## config.mk

```make
export PLATFORM = sky130hd
export DESIGN_NAME = memory_stage_banked_flat
export DESIGN_NICKNAME = d
export VERILOG_FILES = /design/src/rtl/memory_stage_banked_if.sv /design/src/rtl/memory_stage_banked.sv /design/src/flat_wrapper.sv
export SDC_FILE = /design/constraint.sdc
export NUM_CORES = 1
export LEC_CHECK = 0
export CAP_MARGIN = 10
export CELL_PAD_IN_SITES_DETAIL_PLACEMENT = 0
export CELL_PAD_IN_SITES_GLOBAL_PLACEMENT = 2
export CORE_AREA = 2 2 104 207
export CTS_CLUSTER_SIZE = 10
export DETAILED_ROUTE_END_ITERATION = 6
export DIE_AREA = 0 0 106 209
export PLACE_DENSITY = 0.78
export SLEW_MARGIN = 25
export SYNTH_ARGS = -nofsm -noshare
export SYNTH_HDL_FRONTEND = slang
export SYNTH_SLANG_ARGS = --single-unit
export TNS_END_PERCENT = 50
```

## constraint.sdc

```tcl
create_clock -name clk -period 1.4 [get_ports clk]
set_input_delay 0.42 -clock clk [delete_from_list [all_inputs] [get_ports clk]]
set_output_delay 0.42 -clock clk [all_outputs]
set_load 0.05 [all_outputs]
```

## src/rtl/memory_stage_banked_if.sv

```systemverilog
// memory_stage_banked_if: shared bank bus between the memory stage and its external bank RAMs
interface memory_stage_banked_if #(
  parameter int DATA_W = 16,
  parameter int ADDR_W = 16,
  parameter int NUM_BANKS = 3
);
  logic [NUM_BANKS*ADDR_W-1:0] bank_addr;
  logic [DATA_W-1:0] bank_wdata;
  logic [NUM_BANKS-1:0] bank_wren;
  logic [NUM_BANKS-1:0] bank_rden;
  logic [NUM_BANKS*DATA_W-1:0] bank_q;
  modport master (output bank_addr, bank_wdata, bank_wren, bank_rden, input bank_q);
  modport slave (input bank_addr, bank_wdata, bank_wren, bank_rden, output bank_q);
endinterface

```

## src/rtl/memory_stage_banked.sv

```systemverilog
// memory_stage_banked: EX/MEM register, N-way bank decoder and MEM/WB register of the image CPU
module memory_stage_banked #(
  parameter int DATA_W = 16,
  parameter int ADDR_W = 16,
  parameter int NUM_BANKS = 3,
  parameter int SEL_W = 2,
  parameter int RD_LATENCY = 1
) (
  input  logic clk,
  input  logic rst,
  input  logic stall_in,
  input  logic flush_in,
  input  logic ex_valid,
  input  logic ex_wbs,
  input  logic [SEL_W-1:0] ex_bank_sel,
  input  logic ex_mem_rd,
  input  logic ex_mem_wr,
  input  logic ex_wm,
  input  logic ex_ni,
  input  logic [3:0] ex_rd,
  input  logic [DATA_W-1:0] ex_alu_result,
  input  logic [DATA_W-1:0] ex_write_data,
  memory_stage_banked_if.master bank,
  output logic stall_out,
  output logic err_bank,
  output logic wb_valid,
  output logic wb_wbs,
  output logic wb_ni,
  output logic [3:0] wb_rd,
  output logic [DATA_W-1:0] wb_mem_data,
  output logic [DATA_W-1:0] wb_calc_data
);
  typedef struct packed {
    logic valid;
    logic wbs;
    logic mem_rd;
    logic mem_wr;
    logic wm;
    logic ni;
    logic [3:0] rd;
    logic [SEL_W-1:0] sel;
    logic [DATA_W-1:0] alu;
    logic [DATA_W-1:0] wdata;
  } stage_t;
  stage_t m, ex;
  logic [SEL_W-1:0] wb_sel;
  logic wb_load, write_done, wait_done, in_range, m_load, m_hold, m_next;
  logic [DATA_W-1:0] q_arr [2**SEL_W];
  assign ex = {ex_valid, ex_wbs, ex_mem_rd, ex_mem_wr, ex_wm, ex_ni, ex_rd, ex_bank_sel, ex_alu_result, ex_write_data};
  assign in_range = 32'(m.sel) < NUM_BANKS;
  assign m_load = m.valid & m.mem_rd;
  assign stall_out = RD_LATENCY == 2 && m_load && !wait_done;
  assign m_hold = stall_in | stall_out;
  // a load waiting on a two-cycle bank is never flushed out of M
  assign m_next = (flush_in & ~stall_out) | ~m_hold;
  assign bank.bank_wdata = m.wdata;
  for (genvar i = 0; i < NUM_BANKS; i++) begin : g_bank
    assign bank.bank_addr[i*ADDR_W +: ADDR_W] = m.sel == SEL_W'(i) ? m.alu[ADDR_W-1:0] : '0;
    assign bank.bank_rden[i] = m_load && m.sel == SEL_W'(i);
    assign bank.bank_wren[i] = m.valid && m.mem_wr && m.sel == SEL_W'(i) && !write_done;
  end
  for (genvar i = 0; i < 2**SEL_W; i++) begin : g_q
    if (i < NUM_BANKS) begin : g_in
      assign q_arr[i] = bank.bank_q[i*DATA_W +: DATA_W];
    end else begin : g_out
      assign q_arr[i] = '0;
    end
  end
  assign wb_mem_data = wb_load ? q_arr[wb_sel] : '0;
  always_ff @(posedge clk) begin
    if (rst) begin
      m <= '0;
      {wb_valid, wb_wbs, wb_ni, wb_rd, wb_sel, wb_load} <= '0;
      wb_calc_data <= '0;
      {write_done, wait_done, err_bank} <= '0;
    end else begin
      if (flush_in && !stall_out) m <= '0;
      else if (!m_hold) m <= ex;
      write_done <= m_next ? 1'b0 : write_done | (|bank.bank_wren);
      wait_done <= m_next ? 1'b0 : wait_done | stall_out;
      err_bank <= err_bank | (m.valid & (m.mem_rd | m.mem_wr) & ~in_range);
      if (!stall_in) begin
        {wb_valid, wb_wbs, wb_ni, wb_rd, wb_sel, wb_load} <= stall_out ? '0 : {m.valid, m.wbs, m.ni, m.rd, m.sel, m_load & in_range};
        wb_calc_data <= stall_out ? '0 : (m.wm ? m.wdata : m.alu);
      end
    end
  end
endmodule
```

## src/flat_wrapper.sv

```systemverilog
// flat-port wrapper written by rule: the top's interface ports become plain ports
module memory_stage_banked_flat 
#(
  parameter int DATA_W = 16,
  parameter int ADDR_W = 16,
  parameter int NUM_BANKS = 3,
  parameter int SEL_W = 2,
  parameter int RD_LATENCY = 1
)
  (clk, rst, stall_in, flush_in, ex_valid, ex_wbs, ex_bank_sel, ex_mem_rd, ex_mem_wr, ex_wm, ex_ni, ex_rd, ex_alu_result, ex_write_data, stall_out, err_bank, wb_valid, wb_wbs, wb_ni, wb_rd, wb_mem_data, wb_calc_data, bank_bank_addr, bank_bank_wdata, bank_bank_wren, bank_bank_rden, bank_bank_q);
  memory_stage_banked_if #(.DATA_W(DATA_W), .ADDR_W(ADDR_W), .NUM_BANKS(NUM_BANKS)) bank_i ();
  input  logic clk;
  input  logic rst;
  input  logic stall_in;
  input  logic flush_in;
  input  logic ex_valid;
  input  logic ex_wbs;
  input  logic [SEL_W-1:0] ex_bank_sel;
  input  logic ex_mem_rd;
  input  logic ex_mem_wr;
  input  logic ex_wm;
  input  logic ex_ni;
  input  logic [3:0] ex_rd;
  input  logic [DATA_W-1:0] ex_alu_result;
  input  logic [DATA_W-1:0] ex_write_data;
  output logic stall_out;
  output logic err_bank;
  output logic wb_valid;
  output logic wb_wbs;
  output logic wb_ni;
  output logic [3:0] wb_rd;
  output logic [DATA_W-1:0] wb_mem_data;
  output logic [DATA_W-1:0] wb_calc_data;
  output wire logic [$bits(bank_i.bank_addr)-1:0] bank_bank_addr;
  output wire logic [$bits(bank_i.bank_wdata)-1:0] bank_bank_wdata;
  output wire logic [$bits(bank_i.bank_wren)-1:0] bank_bank_wren;
  output wire logic [$bits(bank_i.bank_rden)-1:0] bank_bank_rden;
  input wire logic [$bits(bank_i.bank_q)-1:0] bank_bank_q;
  assign bank_bank_addr = bank_i.bank_addr;
  assign bank_bank_wdata = bank_i.bank_wdata;
  assign bank_bank_wren = bank_i.bank_wren;
  assign bank_bank_rden = bank_i.bank_rden;
  assign bank_i.bank_q = bank_bank_q;
  memory_stage_banked #(.DATA_W(DATA_W), .ADDR_W(ADDR_W), .NUM_BANKS(NUM_BANKS), .SEL_W(SEL_W), .RD_LATENCY(RD_LATENCY)) u_core (.clk(clk), .rst(rst), .stall_in(stall_in), .flush_in(flush_in), .ex_valid(ex_valid), .ex_wbs(ex_wbs), .ex_bank_sel(ex_bank_sel), .ex_mem_rd(ex_mem_rd), .ex_mem_wr(ex_mem_wr), .ex_wm(ex_wm), .ex_ni(ex_ni), .ex_rd(ex_rd), .ex_alu_result(ex_alu_result), .ex_write_data(ex_write_data), .bank(bank_i), .stall_out(stall_out), .err_bank(err_bank), .wb_valid(wb_valid), .wb_wbs(wb_wbs), .wb_ni(wb_ni), .wb_rd(wb_rd), .wb_mem_data(wb_mem_data), .wb_calc_data(wb_calc_data));
endmodule
```

# == After elaboration in Yosys (flattened, before gate mapping) ==
# Index checks and enable logic that the tools add are counted.
# word_totals
ramBits,0
out_inout_bits,111
latch_bits,0
mem_bits_ro,0
inputBits,96
regBits,72
mem_count,0
# classes
n_lt_le_gt_ge,2
n_bitwise,11
div,0
n_mul,0
n_addsub,0
shift,0
reduce_logical,15
eq_ne,2
mux,8
# op_table
cell,count
$mux W16,7
$bmux W16 S2,1
$logic_and A1 B1 Y1,10
$and A1 B1 Y1,4
$or A1 B1 Y1,4
$reduce_or A2 Y1,2
$ge A3 B3 Y1 const B,1
$not A2 Y3,1
$reduce_or A3 Y1,1
$eq A2 B1 Y1 const B,1
$eq A2 B2 Y1 const B,1
$logic_not A2 Y1,1
$lt A2 B2 Y1 const B,1
$not A1 Y1,2
$logic_not A1 Y1,1

# == Logic depth before layout (Yosys ltp) ==
# logic_depth
ltp_word,5
depth_mapped,5
ltp_nobuf,3

# == Least setup slack after synthesis ==
# Ideal clock, no wire load.
# synth_path
path_kind,register to output
startpoint,register u_core.m[43] in the netlist's numbering
endpoint,output bank_bank_wren[2]
slack_ns,-0.730
arrival_ns,1.710
path_stages_with_launch,3
path_cell_list,dfxtp_1 -> nand3b_1 -> nor3b_1
# synth_via
elab_chain_cells,3
# synth_rtl
item,line,text
start: declaration,memory_stage_banked.sv:45,"stage_t m, ex;"
start signal: assignment,memory_stage_banked.sv:72,m <= '0;
start signal: assignment,memory_stage_banked.sv:77,if (flush_in && !stall_out) m <= '0;
start signal: assignment,memory_stage_banked.sv:78,else if (!m_hold) m <= ex;
$logic_and A1 B1 Y1 (3 in series),memory_stage_banked.sv:60,assign bank.bank_wren[i] = m.valid && m.mem_wr && m.sel == SEL_W'(i) && !write_done;
end: declaration,flat_wrapper.sv:36,output wire logic [$bits(bank_i.bank_wren)-1:0] bank_bank_wren;
# No other way between the ends.

# == Final worst setup path ==
# layout_path
startpoint,register u_core.wb_sel[0]
endpoint,output wb_mem_data[15]
# layout_via
elab_chain_cells,5
# layout_rtl
item,line,text
start: declaration,memory_stage_banked.sv:46,logic [SEL_W-1:0] wb_sel;
start signal: assignment,memory_stage_banked.sv:83,"{wb_valid, wb_wbs, wb_ni, wb_rd, wb_sel, wb_load} <= stall_out ? '0 : {m.valid, m.wbs, m.ni, m.rd, m.sel, m_lo ..."
$not A2 Y3 (not written as such),memory_stage_banked.sv:69,assign wb_mem_data = wb_load ? q_arr[wb_sel] : '0;
$bmux W16 S2,memory_stage_banked.sv:69,
$mux W16 (not written as such) (2 in series),memory_stage_banked.sv:69,
$mux W16,memory_stage_banked.sv:69,
end: declaration,flat_wrapper.sv:32,output logic [DATA_W-1:0] wb_mem_data;
# No other way between the ends. The select of a mux whose other input is x is not followed.

==> impl_metrics.tcl <==
set metrics [dict create \
    start_util_pct 18.6 \
    synth_top_area_share_pct 37.3 \
    grtUsageMet1_pct 15.3 \
    finalSetupViolCount 70 \
    antenna_found_initial 0 \
    cts.path.max_buffers 2 \
    grt_max_degree 29 \
    clk_pin_slew_ns 0.06 \
    r2r-start "u_core.m[33]$_SDFFE_PP0N_" \
    grt_use_met3_pct 4.93 \
    switching_power_w 0.00140 \
    n_antenna_cell 0 \
    cts.sinks 72 \
    synth_edf_count 0 \
    violations "negative setup slack" \
    ys_warn_count 0 \
    syn_area_per_cell_um2 9.05 \
    drt_first_pass_iters 4 \
    synthFlopType "dfxtp_1" \
    avgViaCountPerCell 4.01 \
    ios 207 \
    fin_skew_ns 0.00519 \
    p_int_w 0.00416 \
    pre_cts_ws_ns -0.431 \
    clockRootBuffer "clkbuf_16" \
    hp-class "flop to flop" \
    layout.nets 725 \
    outcome "finished, violations left" \
    hold_viol_final 0 \
    p_sw_share_pct 25.1 \
    mappedNetlistArea_um2 3860 \
    r2r_end "u_core.wb_load$_SDFFE_PP0N_" \
    synth_seq_cells 72 \
    drc_errors 0 \
    rsz0062_at_grt "true" \
    drt_iter0_drc 114 \
    grt_use_met2_pct 18.5 \
    combPwrFrac_pct 19.8 \
    yosysMostFrequentCell "mux2i_1" \
    clockPowerShare_pct 41.2 \
    dp_hpwl_um 10100 \
    period_needed_ns 1.89 \
    min_from "u_core.m[36]$_SDFFE_PP0N_" \
    rows 75 \
    netlist_instances 427 \
    multi_input_area_um2 2260 \
    netlist_top_cells_area "dfxtp_1 (37%), mux2i_1 (22%), and2_1 (10%), nor2_1 (5.3%), o21ai_0 (4.1%)" \
    postSynth.asyncResetShare_pct 0 \
    wire_per_inst_um 14.7 \
    drt-total-wl_um 13300 \
    ctsHoldBuffers 0 \
    h-tree-depth 3 \
    setup_ws_ns -0.485 \
    hold_depth 2 \
    critPathMaxFanout 5 \
    cts_made_buffers 9 \
    overflow 0 \
    drv_slew 0 \
    fmax_mhz 530 \
    port_buffers 205 \
    die_h_um 209 \
    r2r_cells 4 \
    drv_cap 0 \
    globalplace.congestion 0.723 \
    powerDensity_nw_per_um2 698 \
    power_frac_seq_pct 39.0 \
    endpoint_kind "output port" \
    grt_pass1_vias 3603 \
    tritoncts "yes" \
    insertion_delay_ns 0.33 \
    grt.busiest_layer "met2" \
    area_growth_pct 106 \
    synth.distinct_cells 27 \
    core_region_area_um2 20700 \
    worstSetupPathType "flop to output port" \
    power.total_w 0.00556 \
    rrSetupSlack_ns 0.19 \
    fin_crit_sh_pct 135 \
    netlist_top_cells_count "mux2i_1 (85), dfxtp_1 (72), and2_1 (64)" \
    syn_nets 523 \
    required_ns 0.98 \
    synth_top_cell_by_area "dfxtp_1" \
    drive_above_1_share_pct 38.7 \
    startpoint_type "flop" \
    grt_pass1_wl_um 20400 \
    num_vias 3613 \
    fillers 2018 \
    drtAntennaViolNets 0 \
    whs_endpoint "u_core.wb_rd[2]$_SDFFE_PP0N_" \
    yosysSeqAreaShare_pct 37.3 \
    critPathArrivalTime_ns 1.47 \
    die_x_um 106 \
    p_leak_nw 3.15 \
    grtUsageTotal_pct 11.9 \
    die_area_um2 22200 \
    ir_worst_vdd_mv 0.462 \
    regArea_um2 1460 \
]
stage by stage:
step / cells / hold WS (ns) / cell area (µm²) / utilization, % / setup TNS, ns
after floorplan: 427 / 0.460 / 4050 / - / -4.31
after global placement: 884 / 0.466 / 7500 / 36.2 / -23.56
after detailed placement: 884 / 0.482 / 7500 / 36.2 / -25.10
after CTS: 901 / 0.496 / 7940 / 38.3 / -29.48
after global routing: 902 / 0.505 / 7970 / 38.4 / -33.60
final: 902 / 0.490 / 7970 / 38.4 / -29.43
kinds of logic (layout without fill, tap and decap cells):
logic type	Yosys count	in the layout	share of synthesized area [%]
AOI/OAI and AO/OA	36	36	4.79
and+or+nand+nor	182	182	25.9
buffers and inverters	51	257	9.91
other	1	1	0.0971
DFF	72	72	37.3
muxes	85	85	22.0
per-layer routing:
metal	vias to the layer above	part of all wire, %
li1	1801	-
met1	1641	44
met2	163	46
met3	8	9.4
met4	0	0.77
met5	-	0
cells in the final DEF, fill, tap and decap left out:
master           count
clkbuf_8             1
a21oi_1              2
nand3b_1            17
and2_2               2
conb_1               1
nand2_2              1
inv_1                1
nor3_4               2
and2b_1              9
nor2b_1              7
o21ai_1             14
dfxtp_1             64
a31oi_1              1
mux2i_1             85
clkinv_4             2
nand2b_4             1
bufinv_16            1
buf_6                5
and2_4              62
nor2_4               2
or2_2                1
buf_12             123
nor2_1              53
dfxtp_4              2
and3_4               1
nor2_2               1
nor3b_4              1
and2b_4              2
or3b_1               1
nand2_1             18
clkbuf_1             1
clkinvlp_4           1
nor3b_1              1
dfxtp_2              6
clkdlybuf4s50_1     94
buf_4               18
o2111ai_1            1
o21ai_0             18
clkbuf_16           10
sequential cells by signal, summed over array words and instances, names as in the netlist:
name	flops
u_core.wb_load	1
u_core.err_bank	1
u_core.wb_valid	1
u_core.wb_rd	4
u_core.wb_sel	2
u_core.write_done	1
u_core.wb_calc_data	16
u_core.bank.bank_wdata	16
u_core.wb_wbs	1
u_core.m	28
u_core.wb_ni	1
how the worst max path moves through the flow:
| stage | startpoint | endpoint | slack [ns] |
|---|---|---|---|
| 2_1_floorplan | u_core.m[32]$_SDFFE_PP0N_ | bank_bank_rden[0] | -0.13 |
| 3_3_place_gp | bank_bank_q[0] | wb_mem_data[0] | -0.40 |
| 3_5_place_dp | bank_bank_q[31] | wb_mem_data[15] | -0.43 |
| 4_1_cts | u_core.wb_sel[0]$_SDFFE_PP0N_ | wb_mem_data[11] | -0.52 |
| 5_1_grt | u_core.wb_sel[0]$_SDFFE_PP0N_ | wb_mem_data[10] | -0.57 |
| 6_report | u_core.wb_sel[0]$_SDFFE_PP0N_ | wb_mem_data[15] | -0.49 |
power groups by stage:
stage               Sequential [W]  Combinational, W  Clock (W)
global route               0.00218           0.00117    0.00245
detailed placement         0.00222           0.00107          0
CTS                        0.00217           0.00110    0.00237
finish                     0.00217           0.00110    0.00229
global placement           0.00222           0.00106          0
floorplan                  0.00222          0.000481          0
area by class of cell:
class / instances / area share (%)
inverter: 1 / 0.0471
tap: 269 / 4.22
sequential: 72 / 18.3
clock buffer: 11 / 3.05
multi-input combinational: 304 / 28.3
clock inverter: 4 / 0.691
timing repair buffer: 241 / 45.4
timing repair:
item | in CTS | in global routing
gates cloned | 0 | 1
setup endpoints to repair | 71 | 71
gates resized for setup | 42 | 5
pin swaps | 1 | 1
buffers inserted | 2 | 0
critical path, cell delays in order, from the launching register on:
cell and delay [ns]:
dfxtp_4 0.38, buf_4 0.14, mux2i_1 0.18, o21ai_0 0.08, and2_2 0.21, buf_12 0.15
No activity file was read; power rests on OpenSTA's default activity.
